===== config.mk =====
export PLATFORM = sky130hd
export DESIGN_NAME = instr_imm_encoder_flat
export DESIGN_NICKNAME = d
export VERILOG_FILES = /design/src/rtl/proc_pkg.sv /design/src/rtl/instr_imm_encoder_if.sv /design/src/rtl/imm_encode_lut.sv /design/src/rtl/instr_imm_encoder.sv /design/src/flat_wrapper.sv
export SDC_FILE = /design/constraint.sdc
export NUM_CORES = 1
export LEC_CHECK = 0
export CAP_MARGIN = 20
export CELL_PAD_IN_SITES_DETAIL_PLACEMENT = 1
export CELL_PAD_IN_SITES_GLOBAL_PLACEMENT = 2
export CORE_ASPECT_RATIO = 0.9
export CORE_MARGIN = 3
export CORE_UTILIZATION = 33
export CTS_CLUSTER_DIAMETER = 60
export CTS_CLUSTER_SIZE = 10
export DETAILED_ROUTE_END_ITERATION = 16
export PLACE_DENSITY = 0.88
export REMOVE_ABC_BUFFERS = 1
export SYNTH_ARGS = -nofsm -noshare
export SYNTH_HDL_FRONTEND = slang
export SYNTH_HIERARCHICAL = 1
export SYNTH_SLANG_ARGS = --single-unit

===== constraint.sdc =====
create_clock -name clk -period 4.55 [get_ports clk]
set_input_delay 0.6825 -clock clk [delete_from_list [all_inputs] [get_ports clk]]
set_output_delay 0.6825 -clock clk [all_outputs]
set_load 0.01 [all_outputs]

===== src/rtl/proc_pkg.sv =====
// proc_pkg: opcode, imm_code and instruction-field definitions shared by encoder and decoder
package proc_pkg;
    localparam int INSTR_W   = 12;
    localparam int OPC_LSB   = 9;
    localparam int FUNCT_BIT = 8;
    localparam int REGS_LSB  = 2;
    localparam int CODE_LSB  = 0;
    localparam logic [2:0] OP_ADDI = 3'd2;
    localparam logic [2:0] OP_LDST = 3'd4;
    localparam logic [2:0] OP_JMP  = 3'd6;
    localparam logic [2:0] OP_MOV  = 3'd7;
    localparam logic [1:0] IMM_C0 = 2'd0;
    localparam logic [1:0] IMM_C1 = 2'd1;
    localparam logic [1:0] IMM_C2 = 2'd2;
    localparam logic [1:0] IMM_C3 = 2'd3;
    typedef struct packed {
        logic [INSTR_W-1:0] instr;
        logic               err;
    } entry_t;
endpackage


===== src/rtl/instr_imm_encoder_if.sv =====
// instr_imm_encoder_if: request and instruction-word handshakes of the immediate encoder
interface instr_imm_encoder_if;
    import proc_pkg::*;
    logic               in_valid_i;
    logic               in_ready_o;
    logic [2:0]         opcode_i;
    logic               funct_i;
    logic [5:0]         regs_i;
    logic [15:0]        imm_i;
    logic               out_valid_o;
    logic               out_ready_i;
    logic [INSTR_W-1:0] out_instr_o;
    logic               out_err_o;
    modport slave (
        input  in_valid_i, opcode_i, funct_i, regs_i, imm_i, out_ready_i,
        output in_ready_o, out_valid_o, out_instr_o, out_err_o
    );
    modport master (
        output in_valid_i, opcode_i, funct_i, regs_i, imm_i, out_ready_i,
        input  in_ready_o, out_valid_o, out_instr_o, out_err_o
    );
endinterface


===== src/rtl/imm_encode_lut.sv =====
// imm_encode_lut: maps {opcode, funct, imm} to the canonical imm_code, flagging values the decoder cannot produce
module imm_encode_lut
    import proc_pkg::*;
(
    input  logic [2:0]         opcode,
    input  logic               funct,
    input  logic signed [15:0] imm,
    output logic [1:0]         code,
    output logic               bad
);
    // Inverse of the decode table; unencodable values always fall back to code 0
    always_comb begin
        code = IMM_C0;
        bad  = 1'b0;
        case (opcode)
            OP_ADDI: begin
                code = (!funct && imm == 16'sd30) ? IMM_C1 : IMM_C0;
                bad  = funct ? imm != -16'sd1 : (imm != 16'sd31 && imm != 16'sd30);
            end
            OP_LDST: begin
                code = imm == 16'sd2 ? IMM_C2 : imm == 16'sd4 ? IMM_C3 : IMM_C0;
                bad  = imm != 16'sd0 && imm != 16'sd2 && imm != 16'sd4;
            end
            OP_JMP: bad = imm != (funct ? 16'sd1 : -16'sd1);
            OP_MOV: begin
                code = funct ? IMM_C0 : imm == 16'sd1 ? IMM_C1 : imm == 16'sd127 ? IMM_C2 : IMM_C0;
                bad  = funct ? imm != 16'sd1 : (imm != 16'sd0 && imm != 16'sd1 && imm != 16'sd127);
            end
            default: ;
        endcase
    end
endmodule


===== src/rtl/instr_imm_encoder.sv =====
// instr_imm_encoder: packs requests into 12-bit instruction words via a 2-entry buffer and counts unencodable immediates
module instr_imm_encoder
    import proc_pkg::*;
#(
    parameter bit DROP_ON_ERR = 1'b0,
    parameter int ERR_CNT_W   = 8
) (
    input  logic                 clk,
    input  logic                 reset,
    instr_imm_encoder_if.slave   bus,
    input  logic                 flush_i,
    input  logic                 clear_err_i,
    output logic [ERR_CNT_W-1:0] err_cnt_o,
    output logic                 err_sticky_o
);
    logic [1:0]           code;
    logic                 bad;
    logic                 accept, push, pop, err_fire;
    logic [INSTR_W-1:0]   instr;
    entry_t               mem_q [2];
    entry_t               mem_d [2];
    logic                 wptr_q, wptr_d, rptr_q, rptr_d;
    logic [1:0]           count_q, count_d;
    logic                 in_ready_q, in_ready_d;
    logic [ERR_CNT_W-1:0] err_cnt_q, err_cnt_d;
    logic                 err_sticky_q, err_sticky_d;

    imm_encode_lut u_lut (
        .opcode (bus.opcode_i),
        .funct  (bus.funct_i),
        .imm    (bus.imm_i),
        .code   (code),
        .bad    (bad)
    );

    // Next-state of buffer and error counter; flush discards the cycle's push and pop but not its error
    always_comb begin
        instr = '0;
        instr[OPC_LSB +: 3]  = bus.opcode_i;
        instr[FUNCT_BIT]     = bus.funct_i;
        instr[REGS_LSB +: 6] = bus.regs_i;
        instr[CODE_LSB +: 2] = code;
        accept   = bus.in_valid_i & in_ready_q;
        err_fire = accept & bad;
        push     = accept & ~flush_i & ~(DROP_ON_ERR & bad);
        pop      = (count_q != 2'd0) & bus.out_ready_i & ~flush_i;
        mem_d    = mem_q;
        if (push) mem_d[wptr_q] = '{instr: instr, err: bad};
        wptr_d     = flush_i ? 1'b0 : wptr_q ^ push;
        rptr_d     = flush_i ? 1'b0 : rptr_q ^ pop;
        count_d    = flush_i ? 2'd0 : count_q + {1'b0, push} - {1'b0, pop};
        in_ready_d = count_d != 2'd2;
        err_cnt_d  = clear_err_i ? '0 : err_cnt_q + ERR_CNT_W'(err_fire & ~&err_cnt_q);
        err_sticky_d = ~clear_err_i & (err_sticky_q | err_fire);
    end

    // State registers, cleared asynchronously so reset empties the buffer at once
    always_ff @(posedge clk or posedge reset) begin
        if (reset) begin
            mem_q        <= '{default: '0};
            wptr_q       <= 1'b0;
            rptr_q       <= 1'b0;
            count_q      <= 2'd0;
            in_ready_q   <= 1'b1;
            err_cnt_q    <= '0;
            err_sticky_q <= 1'b0;
        end else begin
            mem_q        <= mem_d;
            wptr_q       <= wptr_d;
            rptr_q       <= rptr_d;
            count_q      <= count_d;
            in_ready_q   <= in_ready_d;
            err_cnt_q    <= err_cnt_d;
            err_sticky_q <= err_sticky_d;
        end
    end

    assign bus.in_ready_o  = in_ready_q;
    assign bus.out_valid_o = count_q != 2'd0;
    assign bus.out_instr_o = bus.out_valid_o ? mem_q[rptr_q].instr : '0;
    assign bus.out_err_o   = bus.out_valid_o & mem_q[rptr_q].err;
    assign err_cnt_o       = err_cnt_q;
    assign err_sticky_o    = err_sticky_q;
endmodule

===== src/flat_wrapper.sv =====
// flat-port wrapper written by rule: the top's interface ports become plain ports
module instr_imm_encoder_flat import proc_pkg::*;
#(
    parameter bit DROP_ON_ERR = 1'b0,
    parameter int ERR_CNT_W   = 8
)
  (clk, reset, flush_i, clear_err_i, err_cnt_o, err_sticky_o, bus_in_valid_i, bus_opcode_i, bus_funct_i, bus_regs_i, bus_imm_i, bus_out_ready_i, bus_in_ready_o, bus_out_valid_o, bus_out_instr_o, bus_out_err_o);
  instr_imm_encoder_if bus_i ();
  input  logic clk;
  input  logic reset;
  input  logic flush_i;
  input  logic clear_err_i;
  output logic [ERR_CNT_W-1:0] err_cnt_o;
  output logic err_sticky_o;
  input wire logic [$bits(bus_i.in_valid_i)-1:0] bus_in_valid_i;
  input wire logic [$bits(bus_i.opcode_i)-1:0] bus_opcode_i;
  input wire logic [$bits(bus_i.funct_i)-1:0] bus_funct_i;
  input wire logic [$bits(bus_i.regs_i)-1:0] bus_regs_i;
  input wire logic [$bits(bus_i.imm_i)-1:0] bus_imm_i;
  input wire logic [$bits(bus_i.out_ready_i)-1:0] bus_out_ready_i;
  output wire logic [$bits(bus_i.in_ready_o)-1:0] bus_in_ready_o;
  output wire logic [$bits(bus_i.out_valid_o)-1:0] bus_out_valid_o;
  output wire logic [$bits(bus_i.out_instr_o)-1:0] bus_out_instr_o;
  output wire logic [$bits(bus_i.out_err_o)-1:0] bus_out_err_o;
  assign bus_i.in_valid_i = bus_in_valid_i;
  assign bus_i.opcode_i = bus_opcode_i;
  assign bus_i.funct_i = bus_funct_i;
  assign bus_i.regs_i = bus_regs_i;
  assign bus_i.imm_i = bus_imm_i;
  assign bus_i.out_ready_i = bus_out_ready_i;
  assign bus_in_ready_o = bus_i.in_ready_o;
  assign bus_out_valid_o = bus_i.out_valid_o;
  assign bus_out_instr_o = bus_i.out_instr_o;
  assign bus_out_err_o = bus_i.out_err_o;
  instr_imm_encoder #(.DROP_ON_ERR(DROP_ON_ERR), .ERR_CNT_W(ERR_CNT_W)) u_core (.clk(clk), .reset(reset), .bus(bus_i), .flush_i(flush_i), .clear_err_i(clear_err_i), .err_cnt_o(err_cnt_o), .err_sticky_o(err_sticky_o));
endmodule

# --- Yosys cells after proc, flatten, opt, wreduce, memory -nomap -nowiden ---
# Cells that the tools add are included.
totals:
  regBits: 40
  output_inout_bits: 24
op_classes:
  n_eq_ne: 18
  reduce_logical: 12
  n_lt_le_gt_ge: 3
  n_bitwise: 15
  mux: 22
  n_addsub: 3
ops:
  columns: ["operator", "n"]
  rows:
  - ["$mux 13", 4]
  - ["$ne 16x6->1 const B", 2]
  - ["$bwmux 26", 1]
  - ["$eq 16x2->1 const B", 1]
  - ["$eq 16x3->1 const B", 1]
  - ["$eq 16x4->1 const B", 1]
  - ["$eq 16x6->1 const B", 1]
  - ["$eq 16x8->1 const B", 1]
  - ["$mux 16", 1]
  - ["$ne 16x1->1 const B", 1]
  - ["$ne 16x16->1", 1]
  - ["$ne 16x2->1 const B", 1]
  - ["$ne 16x3->1 const B", 1]
  - ["$ne 16x4->1 const B", 1]
  - ["$ne 16x8->1 const B", 1]
  - ["$reduce_bool 16->1", 1]
  - ["$demux 13 s1", 1]
  - ["$mux 12", 1]
  - ["$mux 2", 6]
  - ["$eq 3x3->1 const B", 3]
  - ["$add 8x8->8", 1]
  - ["$and 1x1->1", 8]
  - ["$mux 8", 1]
  - ["$reduce_and 8->1", 1]
  - ["16 further kinds", 31]

# --- Logic depth before layout (Yosys ltp) ---
# Gate-level depths: netlist of the first run.
depth:
  ltp_word: 9
  depth_mapped: 11
  ltp_nobuf: 11

# --- Cells and area by module ---
# Netlist of the first run, hierarchy kept.
modules_own_cells:
  columns: ["module", "instances", "cells_per_inst", "seq_area_each_um2", "area_per_inst_um2"]
  rows:
  - ["instr_imm_encoder", 1, 149, 1002.2, 1830.5]
  - ["imm_encode_lut", 1, 45, 0.0, 287.8]

# --- Worst setup path after synthesis of the first run ---
# Ideal clock, no wire load.
synth_timing:
  path_kind: "input port to flip-flop"
  start: "in bus_imm_i[9]"
  end: "reg u_core.err_cnt_q[6], in the netlist u_core/err_cnt_o[6]"
  setup_ns: 0.124
  n_path_buf: 0
  required_time_ns: 4.426
  arrival_ns: 2.911
  path_slack_ns: 1.515
  path_stages: 11
  cell_sequence: "or4_4 or4_4 nor2_1 or4_1 nand4_1 o2111a_1 ha_1 ha_1 nand3_1 nor4_1 o21bai_1"
synth_via:
  elab_chain_len: 9
  elab_cells_between_ends: 21
  cone_classes: "add/sub: 1; eq/ne: 8; mux: 4; bitwise: 2; reduce/logical: 6"
synth_lines:
  columns: ["item", "line", "text"]
  rows:
  - ["start, declared", "flat_wrapper.sv:19", "input wire logic [$bits(bus_i.imm_i)-1:0] bus_imm_i;"]
  - ["$ne 16x2->1 / $reduce_bool 16->1 (equally long branches)", "imm_encode_lut.sv:27, imm_encode_lut.sv:22", null]
  - ["$logic_and 1x1->1 (2 in series)", "imm_encode_lut.sv:27", "bad = funct ? imm != 16'sd1 : (imm != 16'sd0 && imm != 16'sd1 && imm != 16'sd127);"]
  - ["$mux 1", "imm_encode_lut.sv:27", null]
  - ["$pmux 1 s4 *", "imm_encode_lut.sv:15", "case (opcode)"]
  - ["via u_core.bad", "instr_imm_encoder.sv:17", "logic bad;"]
  - ["$and 1x1->1 *", "instr_imm_encoder.sv:44", "err_fire = accept & bad;"]
  - ["$and 1x1->1 *", "instr_imm_encoder.sv:53", "err_cnt_d = clear_err_i ? '0 : err_cnt_q + ERR_CNT_W'(err_fire & ~&err_cnt_q);"]
  - ["$add 8x8->8 *", "instr_imm_encoder.sv:53", null]
  - ["$mux 8 *", "instr_imm_encoder.sv:53", null]
  - ["via u_core.err_cnt_d[6]", "instr_imm_encoder.sv:25", "logic [ERR_CNT_W-1:0] err_cnt_q, err_cnt_d;"]
  - ["end signal, assigned", "instr_imm_encoder.sv:73", "err_cnt_q <= err_cnt_d;"]
  - ["end, declared", "instr_imm_encoder.sv:25", null]
# Mark *: on every way through the listed nets, which the timed path passes. The rest lies on a longest branch.
# A chain may end at the register's enable or synchronous reset.

# --- Worst setup path in the final report of the first run ---
# Same ends and word-level chain as after synthesis.

==> results.py, run 1 <==
metrics = {
    "placed_design": {
        "numPortBuffers": 55,
        "hpwlAfterDp_um": 4030,
        "pre_cts_slack_ns": 0.854,
        "dp_cells": 330,
        "gp_congestion": 0.870,
    },
    "worst_setup_path": {
        "critPathMaxStageDelay_ns": 0.55,
        "cp-endpoint": "u_core/err_cnt_o[6]",
        "cp.depth": 12,
        "path_buf_inv": 1,
        "worstSetupPathType": "input pin to flop",
        "cp_max_fo": 4,
        "crit_path_cell_trace": "clkdlybuf4s50_1 -> or4_4 -> nor3_1 -> nand4_1 -> a32oi_1 -> nand4_1 -> o2111a_1 -> ha_1 -> ha_1 -> nand3_1 -> nor4_1 -> o21bai_1",
        "crit_slowest_cell": "or4_4",
        "crit_path_start": "bus_imm_i[9]",
        "rrSetupSlack_ns": 2.53,
        "reg2regPathDepth": 4,
        "end_kind": "flop",
        "worstSetupStartpointType": "input pin",
        "arrival_ns": 3.60,
        "r2r-end": "u_core/mem_q[1]",
        "cpLargestDelayFamily": "simple AND/OR/NAND/NOR gates",
        "regToRegStartpoint": "u_core/bus.in_ready_o",
        "required_ns": 4.73,
    },
    "synth": {
        "yosysUniqueCellTypes": 37,
        "yosys_most_used_dff": "dfrtp_1",
        "synth_seq_cells": 40,
        "synth_area_um2": 2120,
        "async_flop_share": 1.00,
        "synth_cells": 194,
        "syn_area_per_cell_um2": 10.9,
        "seq_area_frac_synth": 0.473,
        "synth_edf_count": 0,
        "yosysWarnings": 6,
    },
    "power_and_ir_drop": {
        "power_density_nw_per_um2": 402,
        "ir_drop_uv": 149,
        "p_leak_nw": 1.16,
    },
    "clock_tree": {
        "tritoncts": "built",
        "clkTransAtPathRegs_ns": 0.08,
        "postCtsHoldBufs": 0,
        "cts_buffers": 5,
        "cts_setup_buffers": 0,
        "cts_buffer_depth": 2,
        "clk_latency_ns": 0.29,
        "h-tree-depth": 2,
        "cts_root_buf": "clkbuf_8",
        "cts_resized": 0,
        "clock-sinks": 40,
    },
    "sta": {
        "setup_viol": 0,
        "slew_headroom": 0.455,
        "timing.fmax_ghz": 0.293,
        "drv_slew": 0,
        "rsz0062_at_grt": "no",
        "finClkSkew_ns": 0.00896,
        "tightest_slew_ns": 0.817,
        "finalCritPeriodShare": 0.750,
        "tns_ns": 0,
        "report.final.hold_viol_count": 0,
        "min_period_ns": 3.41,
        "layout_setup_ws_ns": 1.14,
    },
    "layout": {
        "n_fill_cell": 678,
        "nets": 289,
        "instances_no_fill": 339,
        "antennaDiodeCount": 0,
        "area_growth_pct": 35.8,
        "drive_above_1_share": 0.167,
    },
    "drt": {
        "drt_first_pass_iters": 4,
        "drcViolationCount": 0,
        "drt_iter0_markers": 29,
        "vias": 1691,
        "post_drt_wl_per_cell_um": 15.5,
        "avgViaCountPerCell": 4.99,
        "postRouteAntennaNets": 0,
        "wirelength_um": 5260,
    },
    "floorplan": {
        "dieArea_um2": 7420,
        "rows": 27,
        "core_um2": 6180,
        "die_h_um": 82.0,
        "ios": 56,
        "die_x_um": 90.5,
        "initial_utilization": 0.343,
    },
    "grt": {
        "antenna_found_initial": 0,
        "grt_overflow": 0,
        "grtUsageTotal": 0.148,
        "grt_pass1_wl_um": 8650,
        "grt_max_degree": 41,
        "grt_pass1_vias": 1828,
    },
    "min_path": {
        "hold_path.class": "flop to flop",
        "worstHoldStart": "u_core/mem_q[23]",
    },
    "outcome": {
        "outcome": "complete, no violations",
    },
    "job": {
        "drv_cap": 0,
    },
}
## layout make-up
| type | count | area, um2 | area share |
|---|---|---|---|
| Clock inverter | 2 | 38.8 | 0.0135 |
| Clock buffer | 6 | 82.6 | 0.0287 |
| Timing Repair Buffer | 57 | 566 | 0.197 |
| Multi-Input combinational cell | 141 | 1060 | 0.367 |
| Tap cell | 87 | 109 | 0.0378 |
| Inverter | 6 | 22.5 | 0.00783 |
| Sequential cell | 40 | 1000 | 0.348 |
## synth_stat cells, drive strengths merged, types with 3 or more instances
master / number / area (um2)
dfrtp: 39 / 976
nor2: 27 / 101
mux2: 26 / 293
mux2i: 13 / 130
nand2: 8 / 30.0
nand4: 8 / 50.1
ha: 6 / 75.1
inv: 6 / 22.5
o21ai: 6 / 30.0
xor2: 6 / 52.6
buf: 5 / 30.0
nor4: 5 / 31.3
nand3: 4 / 25.0
or4: 4 / 37.5
nand2b: 3 / 18.8
nor2b: 3 / 18.8
nor3: 3 / 15.0
or3: 3 / 18.8
## worst register-to-register path: cells and delay by family, from the launching register on
family | cells | cell delay [ns]
DFF | 1 | 0.57
and+or+nand+nor | 2 | 0.26
adders and majority gates | 1 | 0.65
muxes | 1 | 0.41
## cell families after synthesis
group,count (synthesis),share of synthesized area
xor+xnor,8,0.0331
mux,39,0.200
compound gates,14,0.0467
simple gates,74,0.184
buf+inv,13,0.0283
flops,40,0.473
fa+ha+maj,6,0.0354
## power by group
part	total (mW)	switching, mW	internal, mW
registers	0.508	0.0622	0.446
logic	0.344	0.141	0.203
clock network	0.304	0.124	0.179
total	1.16	0.328	0.827
## per-stage QoR
step	hold slack, ns	area (um2)	power, mW	utilization
floorplan	0.480	2080	0.693	-
global placement	0.488	2750	0.842	0.444
detailed placement	0.497	2750	0.863	0.444
CTS	0.514	2870	1.17	0.464
global route	0.531	2880	1.23	0.465
finish	0.510	2880	1.16	0.465
## routing by layer
metal	wire length, um	GRT usage
met2	2540	0.251
met1	2380	0.183
met4	117	0.0550
met3	216	0.0394
met5	0	0
## cell usage in the layout, fill, tap and decap left out, types with 3 or more instances in the layout
cell type,synthesis,final
nand3_1,3,3
nand2b_1,3,3
xor2_1,6,6
clkdlybuf4s50_1,0,55
nor2b_1,3,3
inv_1,6,6
nor2_1,27,27
mux2_2,26,26
nor3_1,3,3
or3_1,3,3
dfrtp_1,39,39
mux2i_1,13,13
ha_1,6,6
nor4_1,5,5
nand2_1,8,8
clkbuf_8,0,6
nand4_1,8,8
o21ai_0,5,5
## state kept, by name, indices dropped and copies added, names as in the netlist
| register | cells |
|---|---|
| u_core/mem_q | 26 |
| u_core/err_cnt_o | 8 |
| u_core/count_q | 2 |
| u_core/bus.in_ready_o | 1 |
| u_core/err_sticky_o | 1 |
| u_core/rptr_q | 1 |
| u_core/wptr_q | 1 |
## worst min-delay path by stage
stage | to | slack (ns) | cells past startpoint
after global placement | u_core/mem_q[14] | 0.49 | 1
after detailed placement | u_core/mem_q[13] | 0.50 | 1
final | u_core/mem_q[23] | 0.51 | 1
after global routing | u_core/mem_q[14] | 0.53 | 1
after floorplan | u_core/mem_q[13] | 0.48 | 1
after CTS | u_core/mem_q[13] | 0.51 | 1
(Power assumes the default switching activity.)
==> inputs of run 2 (changes only) <==
--- a/config.mk
+++ b/config.mk
@@ -10,11 +10,11 @@
 export CELL_PAD_IN_SITES_GLOBAL_PLACEMENT = 2
 export CORE_ASPECT_RATIO = 0.9
 export CORE_MARGIN = 3
-export CORE_UTILIZATION = 33
+export CORE_UTILIZATION = 30
 export CTS_CLUSTER_DIAMETER = 60
 export CTS_CLUSTER_SIZE = 10
 export DETAILED_ROUTE_END_ITERATION = 16
-export PLACE_DENSITY = 0.88
+export PLACE_DENSITY = 0.82
 export REMOVE_ABC_BUFFERS = 1
 export SYNTH_ARGS = -nofsm -noshare
 export SYNTH_HDL_FRONTEND = slang
==> constraint.sdc (replaced) <==
create_clock -name clk -period 3.27 [get_ports clk]
set_input_delay 0.4905 -clock clk [delete_from_list [all_inputs] [get_ports clk]]
set_output_delay 0.4905 -clock clk [all_outputs]
set_load 0.01 [all_outputs]
==> run 2 against run 1 <==
Hold slack worse by 0.0015 ns; combinational power is 39% higher; critical path type unchanged; flip-flop and latch count stayed put; largest cell class unchanged; highest routed layer unchanged; critical endpoint is now u_core/err_cnt_o[4]; cell area is 1.8% higher.
==> results.py, run 2 (synthesis results as in run 1) <==
metrics = {
    "sta": {
        "timing.fmax_ghz": 0.324,
        "tightest_slew_ns": 0.809,
        "layout_setup_ws_ns": 0.184,
        "report.final.hold_viol_count": 0,
        "rsz0062_at_grt": "no",
        "min_period_ns": 3.09,
        "finalCritPeriodShare": 0.944,
        "tns_ns": 0,
        "finClkSkew_ns": 0.00769,
        "whs_ns": 0.509,
        "setup_viol": 0,
        "slew_headroom": 0.461,
        "drv_slew": 0,
    },
    "worst_setup_path": {
        "cp_max_fo": 3,
        "crit_path_start": "bus_imm_i[9]",
        "path_buf_inv": 1,
        "r2r-end": "u_core/mem_q[13]",
        "required_ns": 3.44,
        "worstSetupStartpointType": "input pin",
        "worstSetupPathType": "input pin to flop",
        "cpLargestDelayFamily": "simple AND/OR/NAND/NOR gates",
        "end_kind": "flop",
        "crit_slowest_cell": "or4_4",
        "reg2regPathDepth": 4,
        "arrival_ns": 3.25,
        "crit_path_cell_trace": "clkdlybuf4s50_1 -> or4_4 -> or4_4 -> nor2_1 -> or4_1 -> nand4_1 -> o2111a_1 -> ha_1 -> ha_1 -> nand3_1 -> xor2_1 -> nor2_1",
        "critPathMaxStageDelay_ns": 0.55,
        "rrSetupSlack_ns": 1.26,
        "regToRegStartpoint": "u_core/bus.in_ready_o",
    },
    "min_path": {
        "worstHoldStart": "u_core/mem_q[15]",
        "hold_path.class": "flop to flop",
        "hold-path-endpoint": "u_core/mem_q[15]",
        "whs_path_depth": 1,
    },
    "floorplan": {
        "dieArea_um2": 8110,
        "initial_utilization": 0.315,
        "ios": 56,
        "rows": 28,
        "die_x_um": 94.6,
        "core_um2": 6730,
        "die_h_um": 85.7,
    },
    "layout": {
        "instances_no_fill": 352,
        "final_area_um2": 2930,
        "area_growth_pct": 38.2,
        "layout_common_cells": "clkdlybuf4s50_1, dfrtp_1, nor2_1, mux2_2",
        "largest_register": "u_core/mem_q",
        "mostFrequentLayoutCell": "clkdlybuf4s50_1",
        "post-route-util": 0.435,
        "nets": 300,
        "antennaDiodeCount": 0,
        "drive_above_1_share": 0.202,
        "largest_register_ffs": 26,
    },
    "clock_tree": {
        "h-tree-depth": 2,
        "cts_buffers": 5,
        "clkTransAtPathRegs_ns": 0.08,
        "cts_root_buf": "clkbuf_8",
        "postCtsHoldBufs": 0,
        "clk_latency_ns": 0.28,
        "tritoncts": "built",
        "cts_buffer_depth": 2,
        "clock-sinks": 40,
    },
    "placed_design": {
        "pre_cts_slack_ns": -0.126,
        "hpwlAfterDp_um": 4080,
        "placed_area_um2": 2840,
        "numPortBuffers": 55,
        "gp_congestion": 0.796,
        "dp_cells": 345,
    },
    "job": {
        "drv_cap": 0,
    },
    "power_and_ir_drop": {
        "p_total_mw": 1.49,
        "power_density_nw_per_um2": 509,
        "p_leak_nw": 1.19,
        "ir_drop_uv": 177,
    },
    "drt": {
        "vias": 1689,
        "post_drt_wl_per_cell_um": 14.8,
        "drt_iter0_markers": 67,
        "avgViaCountPerCell": 4.80,
        "postRouteAntennaNets": 0,
        "wirelength_um": 5200,
        "drcViolationCount": 0,
        "drt_first_pass_iters": 4,
    },
    "outcome": {
        "outcome": "complete, no violations",
    },
    "grt": {
        "antenna_found_initial": 0,
        "grtUsageTotal": 0.139,
        "grt_max_degree": 19,
        "grt_pass1_vias": 1904,
        "grt_overflow": 0,
        "grt_pass1_wl_um": 9010,
    },
}
-- run 2: layer usage --
| metal | up-vias | GRT usage | part of all wire |
|---|---|---|---|
| met2 | 28 | 0.233 | 0.48 |
| li1 | 823 | - | - |
| met3 | 4 | 0.0211 | 0.026 |
| met4 | 0 | 0.0393 | 0.013 |
| met5 | - | 0 | 0 |
| met1 | 834 | 0.187 | 0.48 |
-- run 2: worst max path at each step --
stage | slack (ns) | depth (start not counted) | endpoint
2_1_floorplan | 0.44 | 11 | u_core/err_cnt_o[6]
3_3_place_gp | -0.07 | 12 | u_core/err_cnt_o[6]
3_5_place_dp | -0.13 | 12 | u_core/err_cnt_o[4]
4_1_cts | 0.16 | 12 | u_core/err_cnt_o[4]
5_1_grt | 0.01 | 12 | u_core/err_cnt_o[4]
6_report | 0.18 | 12 | u_core/err_cnt_o[4]
-- run 2: area by class of cell --
type / instances / area [um2]
Clock buffer: 5 / 68.8
Clock inverter: 2 / 12.5
Fill cell: 765 / 3800
Inverter: 6 / 22.5
Multi-Input combinational cell: 141 / 1060
Sequential cell: 40 / 1000
Tap cell: 90 / 113
Timing Repair Buffer: 68 / 648
-- run 2: where the power goes --
group	switching, mW	total, mW	internal [mW]
Clock	0.162	0.307	0.144
Combinational	0.191	0.479	0.287
Sequential	0.0836	0.703	0.620
-- run 2: what timing repair did --
item,CTS,global route
buffers inserted,0,0
gates resized for setup,0,1
setup endpoints to repair,0,2
